[config.mk]
export PLATFORM = sky130hd
export DESIGN_NAME = m_kbd_evq
export DESIGN_NICKNAME = d
export VERILOG_FILES = /design/src/rtl/m_kbd_evq_pkg.sv /design/src/rtl/m_kbd_scan_parser.sv /design/src/rtl/m_kbd_evq.sv
export SDC_FILE = /design/constraint.sdc
export NUM_CORES = 1
export LEC_CHECK = 0
export CORE_MARGIN = 2
export CORE_UTILIZATION = 49
export DETAILED_ROUTE_END_ITERATION = 6
export GPL_TIMING_DRIVEN = 0
export HOLD_SLACK_MARGIN = 0.05
export PLACE_DENSITY = 0.76
export RECOVER_POWER = 25
export SYNTH_ARGS = -nofsm -noshare
export SYNTH_HDL_FRONTEND = slang
export SYNTH_HIERARCHICAL = 1
export SYNTH_SLANG_ARGS = --single-unit
[constraint.sdc]
create_clock -name CLK -period 2.2 [get_ports CLK]
set_input_delay 0.44 -clock CLK [delete_from_list [all_inputs] [get_ports CLK]]
set_output_delay 0.44 -clock CLK [all_outputs]
set_load 0.03 [all_outputs]
[src/rtl/m_kbd_evq_pkg.sv]
`default_nettype none
// ============================================================================
// m_kbd_evq_pkg : shared constants and types for the keyboard event queue
// Rev 1.0 : initial release
// ============================================================================
package m_kbd_evq_pkg;

  localparam logic [7:0] KBD_PFX_EXT = 8'hE0;
  localparam logic [7:0] KBD_PFX_BRK = 8'hF0;

  // Bit positions inside a queued event; bits [7:0] carry the scancode.
  localparam int EV_MAKE = 8;
  localparam int EV_EXT  = 9;

  typedef enum logic [1:0] {
    P_IDLE    = 2'd0,
    P_EXT     = 2'd1,
    P_BRK     = 2'd2,
    P_EXT_BRK = 2'd3
  } parse_state_e;

endpackage
`default_nettype wire

[src/rtl/m_kbd_scan_parser.sv]
`default_nettype none
// ============================================================================
// m_kbd_scan_parser : E0/F0 prefix tracker turning scancode bytes into events
// Rev 1.0 : initial release
// ============================================================================
module m_kbd_scan_parser
  import m_kbd_evq_pkg::*;
(
  input  logic       CLK,
  input  logic       RST_X,
  input  logic       flush,
  input  logic       rx_we,
  input  logic [7:0] rx_data,
  output logic       ev_valid,
  output logic       ev_make,
  output logic       ev_ext,
  output logic [7:0] ev_code
);

  parse_state_e state, state_nxt;

  always_ff @(posedge CLK or negedge RST_X) begin
    if (!RST_X) begin
      state <= P_IDLE;
    end else if (flush) begin
      state <= P_IDLE;
    end else begin
      state <= state_nxt;
    end
  end

  // The event strobe is Mealy so the queue captures it on the same edge as the byte.
  always_comb begin
    state_nxt = state;
    ev_valid  = 1'b0;
    ev_make   = 1'b0;
    ev_ext    = 1'b0;
    ev_code   = rx_data;
    if (rx_we) begin
      if (rx_data == KBD_PFX_EXT) begin
        state_nxt = P_EXT;
      end else if (rx_data == KBD_PFX_BRK) begin
        case (state)
          P_IDLE:  state_nxt = P_BRK;
          P_EXT:   state_nxt = P_EXT_BRK;
          default: state_nxt = state;
        endcase
      end else begin
        ev_valid  = 1'b1;
        ev_make   = (state == P_IDLE) || (state == P_EXT);
        ev_ext    = (state == P_EXT)  || (state == P_EXT_BRK);
        state_nxt = P_IDLE;
      end
    end
  end

endmodule
`default_nettype wire

[src/rtl/m_kbd_evq.sv]
`default_nettype none
// ============================================================================
// m_kbd_evq : keyboard event queue with throttled, handshaked service requests
// Rev 1.0 : initial release
// ============================================================================
module m_kbd_evq
  import m_kbd_evq_pkg::*;
#(
  parameter int DEPTH     = 16,
  parameter int TICK_BITS = 18,
  parameter int OVF_W     = 8
) (
  input  logic                     CLK,
  input  logic                     RST_X,
  input  logic                     i_rx_we,
  input  logic [7:0]               i_rx_data,
  input  logic [63:0]              i_mtime,
  input  logic                     i_enable,
  input  logic                     i_flush,
  input  logic                     i_pop,
  output logic                     o_req,
  output logic [15:0]              o_head,
  output logic [$clog2(DEPTH):0]   o_count,
  output logic [OVF_W-1:0]         o_ovf_cnt,
  output logic                     o_pending
);

  localparam int PW      = $clog2(DEPTH);
  localparam int CW      = PW + 1;
  localparam int ENTRY_W = EV_EXT + 1;
  localparam logic [CW-1:0] FULL_CNT = CW'(DEPTH);

  logic               ev_valid;
  logic               ev_make;
  logic               ev_ext;
  logic [7:0]         ev_code;
  logic [ENTRY_W-1:0] ev_entry;

  logic [ENTRY_W-1:0] mem [DEPTH];
  logic [PW-1:0]      head_ptr;
  logic [PW-1:0]      tail_ptr;
  logic [CW-1:0]      count;
  logic [OVF_W-1:0]   ovf_cnt;
  logic               req;
  logic               pending;

  logic               tick;
  logic               full;
  logic               do_pop;
  logic               do_push;
  logic               drop;
  logic               qualify;
  logic               unused_mtime;

  m_kbd_scan_parser u_parser (
    .CLK      (CLK),
    .RST_X    (RST_X),
    .flush    (i_flush),
    .rx_we    (i_rx_we),
    .rx_data  (i_rx_data),
    .ev_valid (ev_valid),
    .ev_make  (ev_make),
    .ev_ext   (ev_ext),
    .ev_code  (ev_code)
  );

  always_comb begin
    ev_entry          = '0;
    ev_entry[7:0]     = ev_code;
    ev_entry[EV_MAKE] = ev_make;
    ev_entry[EV_EXT]  = ev_ext;
  end

  assign unused_mtime = ^i_mtime[63:TICK_BITS];
  assign tick         = (i_mtime[TICK_BITS-1:0] == '0);
  assign full         = (count == FULL_CNT);
  assign do_pop       = i_pop && (count != '0) && !i_flush;
  // A pop on a full queue frees the slot the simultaneous push lands in.
  assign do_push      = ev_valid && (!full || do_pop) && !i_flush;
  assign drop         = ev_valid && full && !do_pop && !i_flush;
  // Excluding the pop cycle forces the next request to wait for a fresh tick.
  assign qualify      = tick && i_enable && (count != '0) && !pending
                        && !i_pop && !i_flush;

  always_ff @(posedge CLK) begin
    if (do_push) begin
      mem[tail_ptr] <= ev_entry;
    end
  end

  always_ff @(posedge CLK or negedge RST_X) begin
    if (!RST_X) begin
      head_ptr <= '0;
      tail_ptr <= '0;
      count    <= '0;
      ovf_cnt  <= '0;
      req      <= 1'b0;
      pending  <= 1'b0;
    end else if (i_flush) begin
      head_ptr <= '0;
      tail_ptr <= '0;
      count    <= '0;
      ovf_cnt  <= '0;
      req      <= 1'b0;
      pending  <= 1'b0;
    end else begin
      if (do_push) begin
        tail_ptr <= tail_ptr + PW'(1);
      end
      if (do_pop) begin
        head_ptr <= head_ptr + PW'(1);
      end
      case ({do_push, do_pop})
        2'b10:   count <= count + CW'(1);
        2'b01:   count <= count - CW'(1);
        default: count <= count;
      endcase
      if (drop && (ovf_cnt != '1)) begin
        ovf_cnt <= ovf_cnt + OVF_W'(1);
      end
      req <= qualify;
      if (i_pop) begin
        pending <= 1'b0;
      end else if (qualify) begin
        pending <= 1'b1;
      end
    end
  end

  // Head slot is only rewritten by a push that coincides with its own pop.
  assign o_head    = (count != '0) ? {{(16-ENTRY_W){1'b0}}, mem[head_ptr]} : 16'h0000;
  assign o_count   = count;
  assign o_ovf_cnt = ovf_cnt;
  assign o_req     = req;
  assign o_pending = pending;

endmodule
`default_nettype wire

==> flow_summary.yaml <==
logic_synthesis:
  synth_top_area_share: 0.616
  yosys.area_share.simple: 0.0707
  yosysSeqAreaShare: 0.696
  synth_warnings: 6
  synthFlopType: "edfxtp_1"
  yosys-top-cells-area: "edfxtp_1 62%, mux4_2 12%, dfrtp_1 8.0%"
  synthMuxAreaShare: 0.145
  synth_adder_area_share: 0.0128
  synth.distinct_cells: 49
  synthArstFlopShare: 0.135
  synth_area_per_cell_um2: 17.5
  ys_ff_latch: 185
  synth_top_family_by_area: "multiplexers"
  synth_xor_area_frac: 0.0168
  syn_area_um2: 7800
  synth.most_common_cell: "edfxtp_1"
  synth_compound_area_frac: 0.0308
  synthCells: 447
  synthTopCellsByCount: "160 x edfxtp_1, 41 x nor2_1, 40 x mux4_2"
  synth_top_area_cell: "edfxtp_1"
  synth_edf_count: 160
timing:
  fin_skew_ns: 0.00891
  period_needed_ns: 2.67
  worst_slack_ns: -0.475
  hold_violations: 0
  slew_headroom: 0.208
  finalSetupViolations: 13
  fmax_mhz: 374
  fin_crit_sh: 1.22
  finalMaxSlewViolations: 0
  rsz0062_at_grt: "true"
  holdWs_ns: 0.307
  worstMarginPinSlew_ns: 1.18
setup_path:
  slowest_stage: "dfrtp_4"
  crit_path_max_incr_delay_ns: 0.55
  start_kind: "flip-flop"
  reg2reg_from: "o_count[0]"
  end_kind: "output pin"
  cp_cell_sequence: "buf_12 -> buf_12 -> mux4_2 -> mux2i_2 -> o22ai_2 -> buf_6"
  path_max_fanout: 7
  arrival_ns: 2.23
  crit_type: "reg -> out"
  cpMostUsedCell: "buf_12"
  worstPathRequired_ns: 1.76
  crit_start: "head_ptr[0]"
layout:
  drive_gt1_frac: 0.368
  diodes: 0
  instances_no_fill: 792
  nNetsFinal: 649
  area_growth_pct: 30.5
  fill_cells: 1032
  finalCoreUtilization: 0.648
global_routing:
  antenna_found_initial: 0
  grt_pass1_vias: 4647
  grt_first_pass_wirelength_um: 26300
  grt_max_degree: 26
  overflow: 0
  grt_usage: 0.221
placed_design:
  io_buffer_count: 55
  place.gp.congestion: 0.723
  dp_hpwl_um: 9930
  dp.cells: 723
pwr:
  switchingPower_mw: 3.06
  leakagePower_nw: 3.40
  p_comb_frac: 0.309
  p_clk_frac: 0.293
  seq_power_share: 0.397
  p_int_mw: 7.12
  power.density_nw_per_um2: 1000
  p_sw_frac: 0.301
  vdd_drop_max_mv: 0.657
floorplan:
  coreArea_um2: 15700
  die-height_um: 130
  initial_core_util: 0.497
  die_area_um2: 17000
  die_w_um: 130
  placement_rows: 46
  ios: 109
route:
  ant_nets: 0
  wl_per_cell_um: 22.1
  drc: 0
  drtIter0Drc: 326
  vias: 4429
  routed_via_density: 5.59
  dr.pass1.iters: 5
  wl_um: 17500
clocking:
  cts_buffers: 17
  cts_tree: "built"
  cts_buffer_depth: 2
  hold_buffers: 0
  clkSinkCount: 185
  clockRootBuffer: "clkbuf_16"
  htreeDepth: 4
  worstSkewPairLatency_ns: 0.43
  clk_pin_slew_worst_paths_ns: 0.07
worst_hold_path:
  min_from: "i_pop"
  hold_path_class: "in -> reg"
status:
  violations: "setup timing"
  status: "complete, but fails checks"
flow_run:
  max-cap-violations: 0
per-stage QoR:
stage          instance area [um^2]  setup slack, ns  setup TNS, ns  power, mW
3_3_place_gp                   8710           -0.949        -144.12       6.50
4_1_cts                       10100           -0.531          -5.17       10.1
3_5_place_dp                   8710            -1.00        -152.81       6.56
5_1_grt                       10200           -0.545          -9.85       10.5
6_report                      10200           -0.475          -4.85       10.2
2_1_floorplan                  7890           -0.183         -0.183       5.77
worst max-delay path, delay by kind of cell, from the launching register on:
family / cells / cell delay [ns]
AOI/OAI and AO/OA: 1 / 0.12
muxes: 2 / 0.71
buffers and inverters: 3 / 0.41
DFF: 1 / 0.55
registers in the layout (all words and copies together), names as in the netlist:
name	count
head_ptr	4
mem	160
o_count	5
o_ovf_cnt	8
o_pending	1
o_req	1
tail_ptr	4
u_parser/state	2
layer usage:
layer	routed length, um	up-vias	GRT usage
met4	620	0	0.0987
li1	-	1972	-
met3	1110	46	0.0558
met2	9080	186	0.382
met5	0	-	0
met1	6720	2225	0.264
worst paths after layout:
check	end	slack [ns]	cells past startpoint
max	o_head[9]	-0.47	6
min	o_pending	0.31	2
max reg2reg	o_count[4]	-0.24	10
min reg2reg	o_req	0.50	1
max in group asynchronous	head_ptr[0]	0.72	1
min in group asynchronous	o_ovf_cnt[7]	0.64	1
power by group through the flow:
stage	clock, mW	combinational [mW]	sequential [mW]
floorplan	0	1.63	4.13
global placement	0	2.43	4.07
detailed placement	0	2.48	4.07
CTS	3.01	3.04	4.04
global route	3.16	3.32	4.06
finish	2.99	3.15	4.05
placed cells by master (no fill, tap or decap), drive strengths merged, types with 6 or more instances in the layout:
master,n
xnor2,11
buf,66
nand2,14
mux4,40
nand3,8
inv,11
clkbuf,34
a21oi,8
conb,6
dfrtp,25
ha,8
nor2,41
clkdlybuf4s50,34
edfxtp,160
mux2i,22
o22ai,10
nor4,8
what timing repair did:
action                                  4_1_cts  5_1_grt
gates resized for setup                     148       23
gates cloned                                  2        0
endpoints found under the setup margin      175      138
buffers inserted                             38        4
pin swaps                                    30       11
final cells by class:
| class | count | area (um^2) | share of cell area |
|---|---|---|---|
| Inverter | 7 | 26.3 | 0.00258 |
| Timing Repair Buffer | 96 | 1090 | 0.107 |
| Buffer | 30 | 239 | 0.0235 |
| Clock buffer | 19 | 433 | 0.0425 |
| Sequential cell | 185 | 5440 | 0.534 |
| Clock inverter | 13 | 144 | 0.0141 |
| Tap cell | 216 | 270 | 0.0265 |
| Multi-Input combinational cell | 226 | 2540 | 0.250 |
cells by family after synthesis:
logic type	after synthesis
buf+inv	41
fa+ha+maj	8
mux	63
other cells	1
compound gates	33
flops	185
simple gates	101
xor+xnor	15
Power figures use the tool's default switching activity.
